## src/rtl/imm_pkg.sv

```systemverilog
// rtl/imm_pkg.sv - shared immediate-format encodings and XLEN legality helper
package imm_pkg;

  localparam logic [2:0] IMM_I   = 3'b000;
  localparam logic [2:0] IMM_S   = 3'b001;
  localparam logic [2:0] IMM_B   = 3'b010;
  localparam logic [2:0] IMM_J   = 3'b011;
  localparam logic [2:0] IMM_U   = 3'b100;
  localparam logic [2:0] IMM_Z   = 3'b101;
  localparam logic [2:0] IMM_SH  = 3'b110;
  localparam logic [2:0] IMM_RSV = 3'b111;

  function automatic bit xlen_legal(input int xlen);
    return (xlen == 32) || (xlen == 64);
  endfunction

endpackage

```

## src/rtl/imm_decode.sv

```systemverilog
// rtl/imm_decode.sv - combinational RISC-V immediate decoder, sign/zero extended to XLEN
module imm_decode
  import imm_pkg::*;
#(
  parameter int XLEN = 32
) (
  input  logic [31:0]     instr,
  input  logic [2:0]      immsrc,
  output logic [XLEN-1:0] immext,
  output logic            err
);

  if (!xlen_legal(XLEN)) begin : g_xlen_chk
    $error("imm_decode: XLEN must be 32 or 64");
  end

  // Opcode field never contributes to any immediate
  logic unused_opcode;
  assign unused_opcode = ^instr[6:0];

  logic [31:0] sext32;
  logic [5:0]  uimm;
  logic        use_sext;

  // Build a 32-bit sign-extended value or a small unsigned value, then widen to XLEN
  always_comb begin
    sext32   = '0;
    uimm     = '0;
    use_sext = 1'b0;
    err      = 1'b0;
    immext   = '0;
    case (immsrc)
      IMM_I: begin
        sext32   = {{20{instr[31]}}, instr[31:20]};
        use_sext = 1'b1;
      end
      IMM_S: begin
        sext32   = {{20{instr[31]}}, instr[31:25], instr[11:7]};
        use_sext = 1'b1;
      end
      IMM_B: begin
        sext32   = {{19{instr[31]}}, instr[31], instr[7], instr[30:25], instr[11:8], 1'b0};
        use_sext = 1'b1;
      end
      IMM_J: begin
        sext32   = {{11{instr[31]}}, instr[31], instr[19:12], instr[20], instr[30:21], 1'b0};
        use_sext = 1'b1;
      end
      IMM_U: begin
        sext32   = {instr[31:12], 12'b0};
        use_sext = 1'b1;
      end
      IMM_Z: begin
        uimm = {1'b0, instr[19:15]};
      end
      IMM_SH: begin
        uimm = (XLEN == 64) ? instr[25:20] : {1'b0, instr[24:20]};
      end
      default: begin
        err = 1'b1;
      end
    endcase
    if (use_sext) begin
      immext = XLEN'($signed(sext32));
    end else begin
      immext = XLEN'(uimm);
    end
  end

endmodule

```

## src/rtl/imm_gen_pipe.sv

```systemverilog
// rtl/imm_gen_pipe.sv - registered immediate generator with valid/ready skid buffer and flush
module imm_gen_pipe
  import imm_pkg::*;
#(
  parameter int XLEN  = 32,
  parameter int TAG_W = 32
) (
  input  logic             clk,
  input  logic             reset,
  input  logic             flush,
  input  logic             in_valid,
  output logic             in_ready,
  input  logic [31:0]      instr,
  input  logic [2:0]       immsrc,
  input  logic [TAG_W-1:0] in_tag,
  output logic             out_valid,
  input  logic             out_ready,
  output logic [XLEN-1:0]  immext,
  output logic [TAG_W-1:0] out_tag,
  output logic             imm_err
);

  logic [XLEN-1:0] dec_imm;
  logic            dec_err;

  imm_decode #(.XLEN(XLEN)) u_decode (
    .instr  (instr),
    .immsrc (immsrc),
    .immext (dec_imm),
    .err    (dec_err)
  );

  logic             main_valid_q, main_valid_d;
  logic [XLEN-1:0]  main_imm_q,   main_imm_d;
  logic [TAG_W-1:0] main_tag_q,   main_tag_d;
  logic             main_err_q,   main_err_d;
  logic             skid_valid_q, skid_valid_d;
  logic [XLEN-1:0]  skid_imm_q,   skid_imm_d;
  logic [TAG_W-1:0] skid_tag_q,   skid_tag_d;
  logic             skid_err_q,   skid_err_d;

  logic in_fire;
  logic main_open;

  // in_ready comes straight from the skid flop so out_ready never reaches it combinationally
  assign in_ready  = !skid_valid_q;
  assign in_fire   = in_valid && !skid_valid_q;
  assign main_open = !main_valid_q || out_ready;

  // Next-state for main/skid: flush drops both valids, otherwise FIFO refill from skid then input
  always_comb begin
    main_valid_d = main_valid_q;
    main_imm_d   = main_imm_q;
    main_tag_d   = main_tag_q;
    main_err_d   = main_err_q;
    skid_valid_d = skid_valid_q;
    skid_imm_d   = skid_imm_q;
    skid_tag_d   = skid_tag_q;
    skid_err_d   = skid_err_q;
    if (flush) begin
      main_valid_d = 1'b0;
      skid_valid_d = 1'b0;
    end else if (main_open) begin
      if (skid_valid_q) begin
        main_valid_d = 1'b1;
        main_imm_d   = skid_imm_q;
        main_tag_d   = skid_tag_q;
        main_err_d   = skid_err_q;
        skid_valid_d = 1'b0;
      end else if (in_fire) begin
        main_valid_d = 1'b1;
        main_imm_d   = dec_imm;
        main_tag_d   = in_tag;
        main_err_d   = dec_err;
      end else begin
        main_valid_d = 1'b0;
      end
    end else if (in_fire) begin
      skid_valid_d = 1'b1;
      skid_imm_d   = dec_imm;
      skid_tag_d   = in_tag;
      skid_err_d   = dec_err;
    end
  end

  // State registers; reset clears valids and payloads so outputs read zero
  always_ff @(posedge clk) begin
    if (reset) begin
      main_valid_q <= 1'b0;
      main_imm_q   <= '0;
      main_tag_q   <= '0;
      main_err_q   <= 1'b0;
      skid_valid_q <= 1'b0;
      skid_imm_q   <= '0;
      skid_tag_q   <= '0;
      skid_err_q   <= 1'b0;
    end else begin
      main_valid_q <= main_valid_d;
      main_imm_q   <= main_imm_d;
      main_tag_q   <= main_tag_d;
      main_err_q   <= main_err_d;
      skid_valid_q <= skid_valid_d;
      skid_imm_q   <= skid_imm_d;
      skid_tag_q   <= skid_tag_d;
      skid_err_q   <= skid_err_d;
    end
  end

  assign out_valid = main_valid_q;
  assign immext    = main_imm_q;
  assign out_tag   = main_tag_q;
  assign imm_err   = main_err_q;

endmodule

```

## config.mk

```make
export PLATFORM = sky130hd
export DESIGN_NAME = imm_gen_pipe
export DESIGN_NICKNAME = d
export VERILOG_FILES = /design/src/rtl/imm_pkg.sv /design/src/rtl/imm_decode.sv /design/src/rtl/imm_gen_pipe.sv
export SDC_FILE = /design/constraint.sdc
export NUM_CORES = 1
export LEC_CHECK = 0
export ABC_AREA = 1
export BUFFER_PORTS_ARGS = -buffer_cell sky130_fd_sc_hd__buf_2
export CELL_PAD_IN_SITES_DETAIL_PLACEMENT = 1
export CELL_PAD_IN_SITES_GLOBAL_PLACEMENT = 1
export CORE_MARGIN = 2
export CORE_UTILIZATION = 30
export CTS_CLUSTER_DIAMETER = 150
export CTS_CLUSTER_SIZE = 16
export DETAILED_ROUTE_END_ITERATION = 16
export PLACE_DENSITY_LB_ADDON = 0.15
export SYNTH_ARGS = -nofsm -noshare
export SYNTH_HDL_FRONTEND = slang
export SYNTH_SLANG_ARGS = --single-unit
```

## constraint.sdc

```tcl
create_clock -name clk -period 3 [get_ports clk]
set_input_delay 0.6 -clock clk [delete_from_list [all_inputs] [get_ports clk]]
set_output_delay 0.6 -clock clk [all_outputs]
set_load 0.005 [all_outputs]
```

==> summary.txt <==
Outcome
  • Status: finished clean

Routing
  • Vias per inst: about 5.2
  • DR iter-0 viols: roughly 250
  • Routed Antenna Nets: 0
  • First-pass DRT Iterations: 5
  • Via count: 5650
  • Metal2 WL: 8650 um
  • Wire per inst: between 15 and 20 um
  • WL met3: between 800 and 900 um
  • WL met1: 8440 um
  • Top sig layer: met4
  • WL final: around 18000 um
  • DR DRC count: 0

Placed design
  • Detail Placement HPWL: ~11000 um
  • RePlAce Congestion: about 0.77
  • DP Area: approximately 6300 um2
  • Port bufs: 131
  • DP Worst Slack: 907 ps

Worst setup path
  • Worst Setup Path Type: reg2out
  • Crit-path max FO: 30
  • CP required: 2400 ps
  • CP Capture Type: output pin
  • CP Launch Type: flop
  • Arr. time, crit path: approximately 1800 ps

Yosys
  • Synthesized flop and latch total: between 100 and 150
  • Synth top area share: 0.476
  • Syn_nets: 826
  • Register area share after synthesis: 0.476
  • Synth cell types: 25
  • Leading area contributor after synthesis: dfxtp_1
  • Syn_area_per_cell: about 7.4 um2
  • Gate count of the mapped netlist: approximately 750
  • Largest cells by area after synthesis: dfxtp_1 48%, nand2_1 10%, o21ai_0 8.8%, nor2_1 7.0%, a21oi_1 6.1%
  • Ys Warns: 0
  • Mapped Area: approximately 5500 um2

Global routing
  • Initial antenna violation count: 0
  • GR Overflow Total: 0
  • Vias in the first global route: 5986
  • Global-route wire length before repair: 30400 um
  • Largest net degree at the start of global routing: 71
  • Gr usage total: 0.192

Timing
  • Post-Route Setup TNS: 0 ps
  • Final Cycle Share: 0.799
  • Setup ws final: 604 ps
  • Min cycle time layout: ~2400 ps
  • Max-slew headroom: 0.559
  • Fmax: 0.417 GHz
  • RSZ-0062 raised after global routing: no
  • Worst slew pin tran: roughly 660 ps
  • Slew Limit Fails: 0
  • Finish-stage setup viols: 0
  • Clock Skews: 8.91 ps
  • Fin. Hold Viols: 0

Clock tree
  • Clk slew on worst S/H paths: roughly 60 ps
  • Post-cts resize count: 0
  • Clk_lat worst skew: about 420 ps
  • CTS H-tree lvls: 4
  • CTS buffer count: 17
  • Hold buffer count at cts: 0
  • Num Clock Sinks: 132
  • TritonCTS clock tree: built
  • Clock root cell: clkbuf_16
  • Longest Clk Path Bufs: 2
  • Post-CTS setup buffers: 0

Floorplan
  • Die extent in x: about 140 um
  • Vert. Die Dim: around 140 um
  • Die ar.: about 20000 um2
  • FP Rows: a little under 50
  • Placeable Area: roughly 18000 um2
  • Initial core utilization: 0.308
  • I/O pins: ~140

Worst hold path
  • Worst Hold Class: in2reg

Job
  • MaxCap Viol Count: 0

Cells and area
  • Final net count: 926
  • Final Instance Area: 6880 um2
  • Antenna diodes: 0
  • Reg area: ~2600 um2
  • Synth-to-Final Area Change: 24.0%
  • # fillers: approximately 2300
  • Multi-input gate area: around 2500 um2
  • Layout Utilization: 0.382
  • Share of layout cells above drive strength 1: 0.213

Power and ir drop
  • VDD IR-drop max: about 0.41 mV
  • PwrDens: 632 nW/um2
  • Leakage: about 3.1 nW
  • Power Total: around 4.3 mW
## state kept, by name, indices dropped and copies added, names as in the netlist
signal,cells
imm_err,1
immext,32
out_tag,32
out_valid,1
skid_err_q,1
skid_imm_q,32
skid_tag_q,32
skid_valid_q,1
## synth_stat cells (all sizes together)
library cell and count:
nor3 1, clkbuf 26, nand3 10, inv 27, nor2 108, o21ai 132, clkinv 1, a21oi 68
nand2 151, a31oi 45, o211ai 3, buf 35, a211oi 4, dfxtp 132, nand4 11
## worst max-delay path: stages, from the launching register on
cell,delay (ps)
dfxtp_2,680
inv_2,440
buf_2,250
## logic make-up (layout without fill, tap and decap cells)
family                 count (synthesis)  after routing  share of synthesized area
AND/OR/NAND/NOR                      281            281                      0.204
AO/OA/AOI/OAI                        252            252                      0.241
flip-flops                           132            132                      0.476
buffers and inverters                 89            202                     0.0792
## cell usage in the layout (no fill, tap or decap), drive strengths merged, types with 11 or more instances in the layout
cell type	synthesis	layout
nand4	11	11
inv	27	27
a21oi	68	68
buf	35	142
dfxtp	132	132
nor2	108	108
clkbuf	26	24
o21ai	132	132
nand2	151	151
a31oi	45	45
## layout make-up
type | count | area share
Clock inverter | 8 | 0.0144
Clock buffer | 24 | 0.0715
Tap cell | 229 | 0.0416
Inverter | 28 | 0.0155
Sequential cell | 132 | 0.384
Timing Repair Buffer | 142 | 0.115
Multi-Input combinational cell | 533 | 0.358
## metal layers
layer	vias to the layer above	track usage
met4	0	0.0679
met3	19	0.0417
met1	2761	0.238
li1	2748	-
met5	-	0
met2	122	0.329
## worst paths after layout
check	startpoint	depth (start not counted)	endpoint	slack, ps
worst min register to register	skid_imm_q[10]	2	skid_imm_q[10]	460
worst max register to register	skid_valid_q	4	out_tag[21]	970
worst min-delay path	in_tag[28]	3	out_tag[28]	450
worst max-delay path	skid_valid_q	2	in_ready	600
## power by group
group          switching, mW  internal (mW)  leakage [nW]
clock network          0.774           1.31         0.286
registers             0.0354           1.83          1.08
logic                  0.250          0.155          1.70
## metrics by stage
step                      instances  hold WS [ps]
final                          1096           453
after global routing           1096           455
after CTS                      1096           439
after detailed placement       1064           458
after global placement         1064           451
after floorplan                 754           440
Note: power is estimated with default switching activity, not from simulation.
